==> src/rtl/q_max_finder.sv <==
// Scans one Q-table row through a synchronous-read port and reports the
// signed maximum Q-value together with its action index.
module q_max_finder #(
  parameter int N_ACTIONS = 4,
  parameter int ACT_W     = 2,
  parameter int STATE_W   = 4,
  parameter int Q_W       = 16
) (
  input  logic                     clk,
  input  logic                     rst,
  input  logic                     start,
  input  logic [STATE_W-1:0]       state,
  output logic                     rd_en,
  output logic [STATE_W+ACT_W-1:0] rd_addr,
  input  logic [Q_W-1:0]           rd_data,
  output logic                     busy,
  output logic                     done,
  output logic [Q_W-1:0]           max_Q,
  output logic [ACT_W-1:0]         best_action
);

  typedef enum logic [1:0] {
    S_IDLE,
    S_ISSUE,
    S_DRAIN,
    S_DONE
  } fsm_t;

  localparam logic [ACT_W-1:0] LAST = ACT_W'(N_ACTIONS - 1);

  fsm_t               fsm;
  fsm_t               fsm_nx;
  logic [ACT_W-1:0]   cnt;
  logic [STATE_W-1:0] lat;
  logic               vld;
  logic [ACT_W-1:0]   tag;
  logic [Q_W-1:0]     run_max;
  logic [ACT_W-1:0]   run_idx;
  logic [Q_W-1:0]     nxt_max;
  logic [ACT_W-1:0]   nxt_idx;

  always_comb begin
    fsm_nx = fsm;
    unique case (fsm)
      S_IDLE:  if (start) fsm_nx = S_ISSUE;
      S_ISSUE: if (cnt == LAST) fsm_nx = S_DRAIN;
      S_DRAIN: fsm_nx = S_DONE;
      S_DONE:  fsm_nx = S_IDLE;
      default: fsm_nx = S_IDLE;
    endcase
  end

  always_comb begin
    rd_en   = (fsm == S_ISSUE);
    rd_addr = rd_en ? {lat, cnt} : '0;
    busy    = (fsm != S_IDLE);
    done    = (fsm == S_DONE);
  end

  // Tag 0 marks the first datum; strict > keeps the lower index on ties.
  always_comb begin
    nxt_max = run_max;
    nxt_idx = run_idx;
    if (vld) begin
      if (tag == '0 || $signed(rd_data) > $signed(run_max)) begin
        nxt_max = rd_data;
        nxt_idx = tag;
      end
    end
  end

  always_ff @(posedge clk) begin
    if (rst) begin
      fsm         <= S_IDLE;
      cnt         <= '0;
      lat         <= '0;
      vld         <= 1'b0;
      tag         <= '0;
      run_max     <= '0;
      run_idx     <= '0;
      max_Q       <= '0;
      best_action <= '0;
    end else begin
      fsm     <= fsm_nx;
      vld     <= rd_en;
      tag     <= cnt;
      run_max <= nxt_max;
      run_idx <= nxt_idx;
      if (fsm == S_IDLE && start) begin
        lat <= state;
        cnt <= '0;
      end else if (fsm == S_ISSUE) begin
        cnt <= cnt + ACT_W'(1);
      end
      // Last datum lands in DRAIN, so publish the combined result.
      if (fsm == S_DRAIN) begin
        max_Q       <= nxt_max;
        best_action <= nxt_idx;
      end
    end
  end

endmodule

==> config.mk <==
export PLATFORM = sky130hd
export DESIGN_NAME = q_max_finder
export DESIGN_NICKNAME = d
export VERILOG_FILES = /design/src/rtl/q_max_finder.sv
export SDC_FILE = /design/constraint.sdc
export NUM_CORES = 1
export LEC_CHECK = 0
export BUFFER_PORTS_ARGS = -buffer_cell sky130_fd_sc_hd__buf_2
export CORE_ASPECT_RATIO = 0.9
export CORE_MARGIN = 1
export CORE_UTILIZATION = 50
export DETAILED_ROUTE_END_ITERATION = 12
export GPL_ROUTABILITY_DRIVEN = 0
export HOLD_SLACK_MARGIN = 0.02
export PLACE_DENSITY = 0.74
export SYNTH_ARGS = -nofsm -noshare
export SYNTH_HDL_FRONTEND = slang
export SYNTH_SLANG_ARGS = --single-unit
==> constraint.sdc <==
create_clock -name clk -period 3.1 [get_ports clk]
set_input_delay 0.155 -clock clk [delete_from_list [all_inputs] [get_ports clk]]
set_output_delay 0.155 -clock clk [all_outputs]
set_load 0.02 [all_outputs]
### Word-level counts from Yosys, hierarchy flattened

Index checks and enable logic that the tools add are counted.

| word-level totals | value |
|---|---|
| output and inout port bits | 27 |
| bits in registers | 47 |
| input bits | 23 |
| word-level logic and storage cells | 32 |

| cells by class | value |
|---|---|
| reductions and logical operators | 7 |
| magnitude comparators | 1 |
| equality and inequality tests | 6 |
| muxes and demuxes | 8 |
| add/subtract/negate cells | 1 |

Operator list:

| operator | count |
|---|---|
| $mux 16 | 2 |
| $gt 16x16->1 | 1 |
| $mux 2 | 4 |
| $pmux 2 s4 | 1 |
| $eq 2x2->1 const B | 3 |
| $mux 6 | 1 |
| $logic_not 2->1 | 2 |
| $add 2x1->2 const B | 1 |
| $eq 2x1->1 const B | 1 |
| $ne 2x1->1 const B | 1 |
| $ne 2x2->1 const B | 1 |
| $reduce_and 2->1 | 1 |
| $reduce_bool 2->1 | 1 |
| $reduce_or 2->1 | 1 |
| $logic_and 1x1->1 | 1 |
| $logic_or 1x1->1 | 1 |

### Logic depth before layout (Yosys ltp)

Gate-level depths: netlist of run 1.

| depth | value |
|---|---|
| word-level depth | 4 |
| gate-level depth with buffers | 9 |
| gate-level depth less buffers | 8 |

### Least setup slack after synthesis of run 1

Ideal clock, no wire load.

| timing | value |
|---|---|
| path kind | register -> register |
| from | reg run_max[7] |
| to | reg max_Q[12] |
| setup time | 91 ps |
| path slack | 816 ps |
| data arrival time | 2193 ps |
| required time | 3009 ps |
| clock period less this slack | 2284 ps |
| cell stages (with the launch flop) | 10 |
| path buffers | 1 |
| cells stage by stage | dfxtp_1 -> inv_1 -> ha_1 -> a211oi_2 -> o21ai_2 -> a2111oi_4 -> a31oi_4 -> buf_6 -> or3_1 -> a311oi_1 |

| on the way | value |
|---|---|
| cells in the longest elaborated chain, start to end | 4 |

RTL lines:

| item | line | RTL |
|---|---|---|
| start, declared | 37 | `logic [Q_W-1:0] run_max;` |
| start signal, assigned | 87 | `run_max <= nxt_max;` |
| $gt 16x16->1 | 65 | `if (tag == '0 \|\| $signed(rd_data) > $signed(run_max)) begin` |
| $logic_or 1x1->1 | 65 |  |
| $mux 16 | 65 |  |
| $mux 16 | 64 | `if (vld) begin` |
| end signal, assigned | 97 | `max_Q <= nxt_max;` |
| end, declared | 18 | `output logic [Q_W-1:0] max_Q,` |

Every way passes these cells.
A chain may end at the register's enable or synchronous reset.

### Worst setup path after layout of run 1

| timing | value |
|---|---|
| from | reg run_max[7] |
| to | reg max_Q[13] |

Same word-level chain as after synthesis.

==> results of run 1 <==
worst max-delay path by stage:
stage	to	depth (start not counted)	slack, ns
after floorplan	max_Q[12]	9	0.82
after global placement	max_Q[13]	8	0.56
after detailed placement	max_Q[11]	8	0.49
after CTS	max_Q[13]	8	0.46
after global routing	max_Q[15]	8	0.24
final	max_Q[13]	8	0.45
registers in the layout (all words and copies together), names as in the netlist:
signal	count
run_idx	2
vld	1
run_max	16
tag	2
lat	4
best_action	2
max_Q	16
cnt	2
fsm	2
layout make-up:
| type | count | area [um2] | share of cell area [%] |
|---|---|---|---|
| repair buffers | 51 | 260 | 9.78 |
| inverters | 21 | 78.8 | 2.96 |
| well taps | 60 | 75.1 | 2.82 |
| multi-input cells | 169 | 1190 | 44.8 |
| flip-flops and latches | 47 | 941 | 35.4 |
| clock buffers | 5 | 68.8 | 2.59 |
| clock inverters | 3 | 43.8 | 1.65 |
cell families (layout without fill, tap and decap cells):
logic type / count (synthesis) / count (layout)
DFF: 47 / 47
buffers and inverters: 39 / 80
xor gates and xnor gates: 1 / 1
AOI/OAI and AO/OA: 75 / 75
and+or+nand+nor: 68 / 68
adders and majority gates: 22 / 22
muxes: 3 / 3
worst max-delay path, stage by stage (launching register included):
cell and delay, ns:
dfxtp_1 0.33, inv_1 0.05, ha_1 0.31, a211oi_2 0.25, o21ai_2 0.11, a2111oi_4 0.39, a31oi_4 0.32, or3_1 0.48
a311oi_1 0.30
stage by stage:
step	worst slack, ns	utilization [%]	hold slack [ns]	cells
finish	0.451	62.8	0.0831	356
global route	0.236	62.8	0.108	356
CTS	0.458	62.8	0.0776	356
detailed placement	0.491	60.1	0.418	348
global placement	0.562	60.1	0.410	348
floorplan	0.816	-	0.302	255
routing by layer:
| metal | global-route usage, % | share of wire (%) | vias up |
|---|---|---|---|
| li1 | - | - | 991 |
| met1 | 25.7 | 50 | 871 |
| met2 | 33.1 | 45 | 34 |
| met3 | 6.10 | 4.4 | 6 |
| met4 | 7.21 | 1.3 | 0 |
| met5 | 0 | 0 | - |
power groups by stage:
stage / Clock [mW] / Sequential (mW) / Combinational [mW]
floorplan: 0 / 0.982 / 0.682
global placement: 0 / 0.878 / 1.02
detailed placement: 0 / 0.882 / 1.04
CTS: 0.465 / 0.869 / 1.05
global route: 0.492 / 0.887 / 1.17
finish: 0.454 / 0.867 / 1.04
cell usage in the layout, fill, tap and decap left out, drive strengths merged, types with 8 or more instances in the layout:
cell type  synthesis  final
a21oi             26     26
a311oi            17     17
buf                4     51
dfxtp             47     47
ha                22     22
inv               21     21
nand2              8      8
nor2              21     21
o21ai             18     18
or3               15     15
==> results by group, run 1 <==
Die
  • Die height: between 60 and 70 um
  • Die X: between 70 and 80 um
  • CORE AREA: around 4200 um2
  • Rows: 22
  • I/O pins: 50
  • Die area: just under 5000 um2
  • Initial Utilization: 54.0%

Synthesis
  • Synth unique cells: 34
  • Top cells by count, synth: dfxtp_1, a21oi_1, ha_1
  • Largest family of logic cells by synthesized area: compound AO/OA/AOI/OAI gates
  • Synth top area share: about two fifths
  • Adder-Cell Fraction of Synth Area: between 10% and 20%
  • Syn Nets: 300
  • Mapped cell area: roughly 2300 um2
  • Synth Register Bits: 47
  • Ys flop type: dfxtp_1
  • Mapped Cells: ~260
  • Register area share after synthesis: just over 40%
  • Post-synth EDFFs: 0
  • Synth Area in Simple Gates: between 15 and 20%
  • Post-Synth XOR/XNOR Area: less than 1%
  • Ys async rst share: 0%
  • Compound-gate portion of the synthesized area: 22.8%
  • Syn. warnings: 0
  • Yosys top cell by area: dfxtp_1
  • Most frequent cell after synthesis: dfxtp_1
  • Ranking of synthesized cells by area: dfxtp_1, ha_1, a311oi_1
  • Post-synthesis mux area share: approximately 1.3%
  • Avg Cell Area, Syn: 8.98 um2

Global route
  • Vias in the first global route: approximately 1800
  • Grt total ovfl: 0
  • GRT Overall Usage: 20.4%
  • First-pass GRT wire length: ~7600 um
  • Initial antenna violation count: 0
  • Pin count of the biggest net entering global routing: between 40 and 50

Detailed routing
  • Remaining DRCs: 0
  • Post-DR wirelength/cell: around 13 um
  • Routed vias/inst: about 5.3
  • Drt total wl: between 4000 and 5000 um
  • DRT iter0 DRCs: about 40
  • Routed Antenna Nets: 0
  • Vias post-DR: between 1500 and 2000
  • Pre-antenna DRT Iters: 6

Hold path
  • Hold Crit Start: state[3]
  • Worst Hold Class: in -> reg
  • Hold Path Sink: lat[3]
  • WHS Path Cells: 3

Cells and area
  • Layout fillers: ~420
  • Area delta synth->final: 16.1%
  • NumNets Final: 340
  • Fraction of layout cells with a size suffix above 1: between 20% and 30%
  • N_diodes: 0
  • Post-route cell area: roughly 2700 um2

Clocking
  • Worst-skew pair later-pin latency: roughly 0.31 ns
  • CTS tree: done
  • TritonCTS buffer count: 5
  • H-tree Lvls: 2
  • Post-CTS Setup Inserts: 0
  • Worst-path clk slew: 0.09 ns
  • Clk sink count: 47
  • Clock buffer depth: 2
  • CTS Hold Buffers Added: 0
  • Root buffer cell: clkbuf_8
  • Post_cts resized: 0

Outcome
  • Status: complete, no violations

Placed design
  • Hpwl dp: ~3200 um
  • PortBufs: 49
  • Placed cell areas: about 2500 um2

Pwr
  • Sequential group share of total power: between 30 and 40%
  • Combinational power share: between 40% and 50%
  • PwrDens: 886 nW/um2
  • Total power: roughly 2.4 mW
  • VDD IR max: roughly 0.00054 V
  • Pint: between 1 and 1.5 mW
  • P_sw: ~0.94 mW
  • Leakage: 1.08 nW
  • Switch share: 40.0%
  • Clk network pwr share: roughly a fifth

Setup path
  • Element type at the critical path end: register
  • CP Max Fanout: 32
  • WS Path Type: reg -> reg
  • Register-to-register setup slack: approximately 0.45 ns
  • FF-to-FF Start: run_max[7]
  • Reg2reg end: max_Q[13]
  • Setup crit start kind: register
  • Critical Path Start: run_max[7]
  • Critical path required time: about 3.3 ns
  • WP data arrival: 2.86 ns
  • Reg2reg path depth: 8

Timing
  • Final min period: between 2 and 3 ns
  • Crit share post-route: a little under nine tenths
  • RSZ-0062 raised after global routing: false
  • Pins Over Slew Limit: 0
  • Final Hold Viols: 0
  • Setup Viol. Count Final: 0
  • Worst Skew: between 0.008 and 0.009 ns
  • Highest clock rate: around 0.38 GHz
  • Worst-Margin Slew: 0.843 ns
  • Slew headroom: roughly 44%
  • Setup tns final: 0 ns

Job
  • Max-Cap Viols: 0
No activity file was read; power rests on OpenSTA's default activity.
==> run 2: changes to the inputs <==
- CORE_UTILIZATION: 50 -> 23
- GPL_TIMING_DRIVEN: not set -> 0
- PLACE_DENSITY: 0.74 -> not set
==> results by group, run 2 (synthesis gave the netlist of run 1 again) <==
Die
  • I/O pins: 50 (unchanged)
  • Die X: 107 um (+46%)
  • Initial Utilization: 23.7% (-30 points)
  • Rows: 34 (+55%)
  • Die area: 10400 um2 (+110%)
  • CORE AREA: 9660 um2 (+130%)
  • Die height: 96.7 um (+46%)

Clocking
  • Worst-skew pair later-pin latency: 0.30 ns (about the same)
  • CTS tree: done
  • Worst-path clk slew: 0.09 ns (about the same)
  • Clock buffer depth: 2 (unchanged)
  • H-tree Lvls: 2 (unchanged)
  • Post_cts resized: 0 (unchanged)
  • Post-CTS Setup Inserts: 0 (unchanged)
  • Root buffer cell: clkbuf_8
  • TritonCTS buffer count: 5 (unchanged)
  • Clk sink count: 47 (unchanged)
  • CTS Hold Buffers Added: 0 (unchanged)

Timing
  • Worst-Margin Slew: 0.731 ns (-0.112 ns)
  • Final min period: 2.49 ns (-0.155 ns)
  • RSZ-0062 raised after global routing: false
  • Final Hold Viols: 0 (unchanged)
  • Pins Over Slew Limit: 0 (unchanged)
  • Worst Skew: 0.00737 ns (-0.00153 ns)
  • Highest clock rate: 0.401 GHz (+6.2%)
  • Crit share post-route: 80.5% (-5.0 points)
  • Setup Viol. Count Final: 0 (unchanged)
  • Slew headroom: 51.2% (+7.3 points)
  • Setup tns final: 0 ns (unchanged)

Global route
  • First-pass GRT wire length: 9660 um (+28%)
  • Vias in the first global route: 1983 (+11%)
  • Grt total ovfl: 0 (unchanged)
  • GRT Overall Usage: 11.9% (-8.5 points)
  • Pin count of the biggest net entering global routing: 15 (-69%)
  • Initial antenna violation count: 1 (+1)

Setup path
  • Reg2reg end: max_Q[13]
  • Delay-heaviest family, CP: compound AO/OA/AOI/OAI gates
  • CP Capture Point: max_Q[13]
  • Element type at the critical path end: register
  • CP Max Fanout: 10 (-69%)
  • WP buf/inv: 2 (+1)
  • WP data arrival: 2.70 ns (-0.16 ns)
  • Reg2reg path depth: 9 (+1)
  • Slowest cell on crit path: a2111oi_4
  • WS Path Type: reg -> reg
  • Worst stage delay on the critical path: 0.39 ns (-0.09 ns)
  • Setup crit start kind: register
  • CP Cell Sequence: inv_1 -> ha_1 -> a211oi_2 -> o21ai_2 -> a2111oi_4 -> a31oi_4 -> buf_6 -> or3_1 -> a311oi_1
  • Critical path required time: 3.31 ns (about the same)
  • Critical Path Start: run_max[7]
  • Register-to-register setup slack: 0.61 ns (+0.15 ns)
  • WP depth: 9 (+1)
  • FF-to-FF Start: run_max[7]

Cells and area
  • Post-route cell area: 2820 um2 (+5.9%)
  • N_diodes: 0 (unchanged)
  • Reg area: 941 um2 (unchanged)
  • Commonest non-fill, non-tap cell in the layout: buf_2
  • Multi-input gate area: 1190 um2 (-0.42%)
  • Layout fillers: 1042 (+150%)
  • Core Util, Final: 29.2% (-34 points)
  • NumNets Final: 354 (+4.1%)
  • Most frequent cells in the layout: buf_2, dfxtp_1, a21oi_1, ha_1
  • Fraction of layout cells with a size suffix above 1: 20.3% (-2.0 points)
  • Area delta synth->final: 22.9%
  • Biggest registers after layout: max_Q x16, run_max x16, lat x4

Job
  • Max-Cap Viols: 0 (unchanged)

Detailed routing
  • DRT iter0 DRCs: 49 (+20%)
  • Pre-antenna DRT Iters: 4 (-2)
  • Post-DR wirelength/cell: 13.3 um (+4.4%)
  • Drt total wl: 5790 um (+28%)
  • Vias post-DR: 1971 (+3.6%)
  • Routed vias/inst: 4.52 (-15%)
  • Routed Antenna Nets: 0 (unchanged)
  • Remaining DRCs: 0 (unchanged)

Pwr
  • VDD IR max: 0.000308 V (-43%)
  • Total power: 2.50 mW (+5.8%)
  • PwrDens: 886 nW/um2 (about the same)
  • Leakage: 1.10 nW (+1.8%)

Placed design
  • Hpwl dp: 4390 um (+37%)
  • PortBufs: 47 (-4.1%)
  • Placed cell areas: 2680 um2 (+5.4%)

Hold path
  • Worst Hold Class: in -> reg

Outcome
  • Status: complete, no violations
## run 2: worst min-delay path by stage
stage / from / endpoint / slack (ns) / depth (start not counted)
after floorplan: state[0] / lat[0] / 0.30 / 2
after global placement: state[1] / lat[1] / 0.41 / 3
after detailed placement: state[0] / lat[0] / 0.42 / 3
after CTS: state[1] / lat[1] / 0.08 / 3
after global routing: state[2] / lat[2] / 0.09 / 3
final: state[2] / lat[2] / 0.09 / 3
## run 2: through the flow
step                worst slack [ns]  instances  hold slack [ns]
global placement               0.682        428            0.411
detailed placement             0.647        428            0.416
global route                   0.426        436           0.0895
finish                         0.606        436           0.0884
floorplan                      0.816        255            0.302
CTS                            0.597        436           0.0828
## run 2: worst register-to-register path, stage by stage (launching register included)
cell and delay, ns:
dfxtp_1 0.32, inv_1 0.04, ha_1 0.31, a211oi_2 0.26, o21ai_2 0.11, a2111oi_4 0.39
a31oi_4 0.16, buf_6 0.17, or3_1 0.36, a311oi_1 0.28
## run 2: area by class of cell
| type | count | share of cell area (%) |
|---|---|---|
| buffer | 18 | 2.98 |
| clock buffer | 6 | 2.58 |
| clock inverter | 2 | 2.13 |
| inverter | 21 | 2.80 |
| multi-input combinational | 169 | 42.2 |
| sequential | 47 | 33.4 |
| tap | 126 | 5.60 |
| timing repair buffer | 47 | 8.35 |
## run 2: metal layers
metal  share of wire, %  GRT usage (%)
met5               0.22              0
met4                1.0           3.16
met3                6.1           3.44
met2                 45           19.6
met1                 47           15.1
## run 2: power breakdown
part | leakage, nW | switching, mW | internal, mW
combinational | 0.647 | 0.693 | 0.402
sequential | 0.383 | 0.0818 | 0.783
clock | 0.0654 | 0.212 | 0.322
total | 1.10 | 0.987 | 1.51
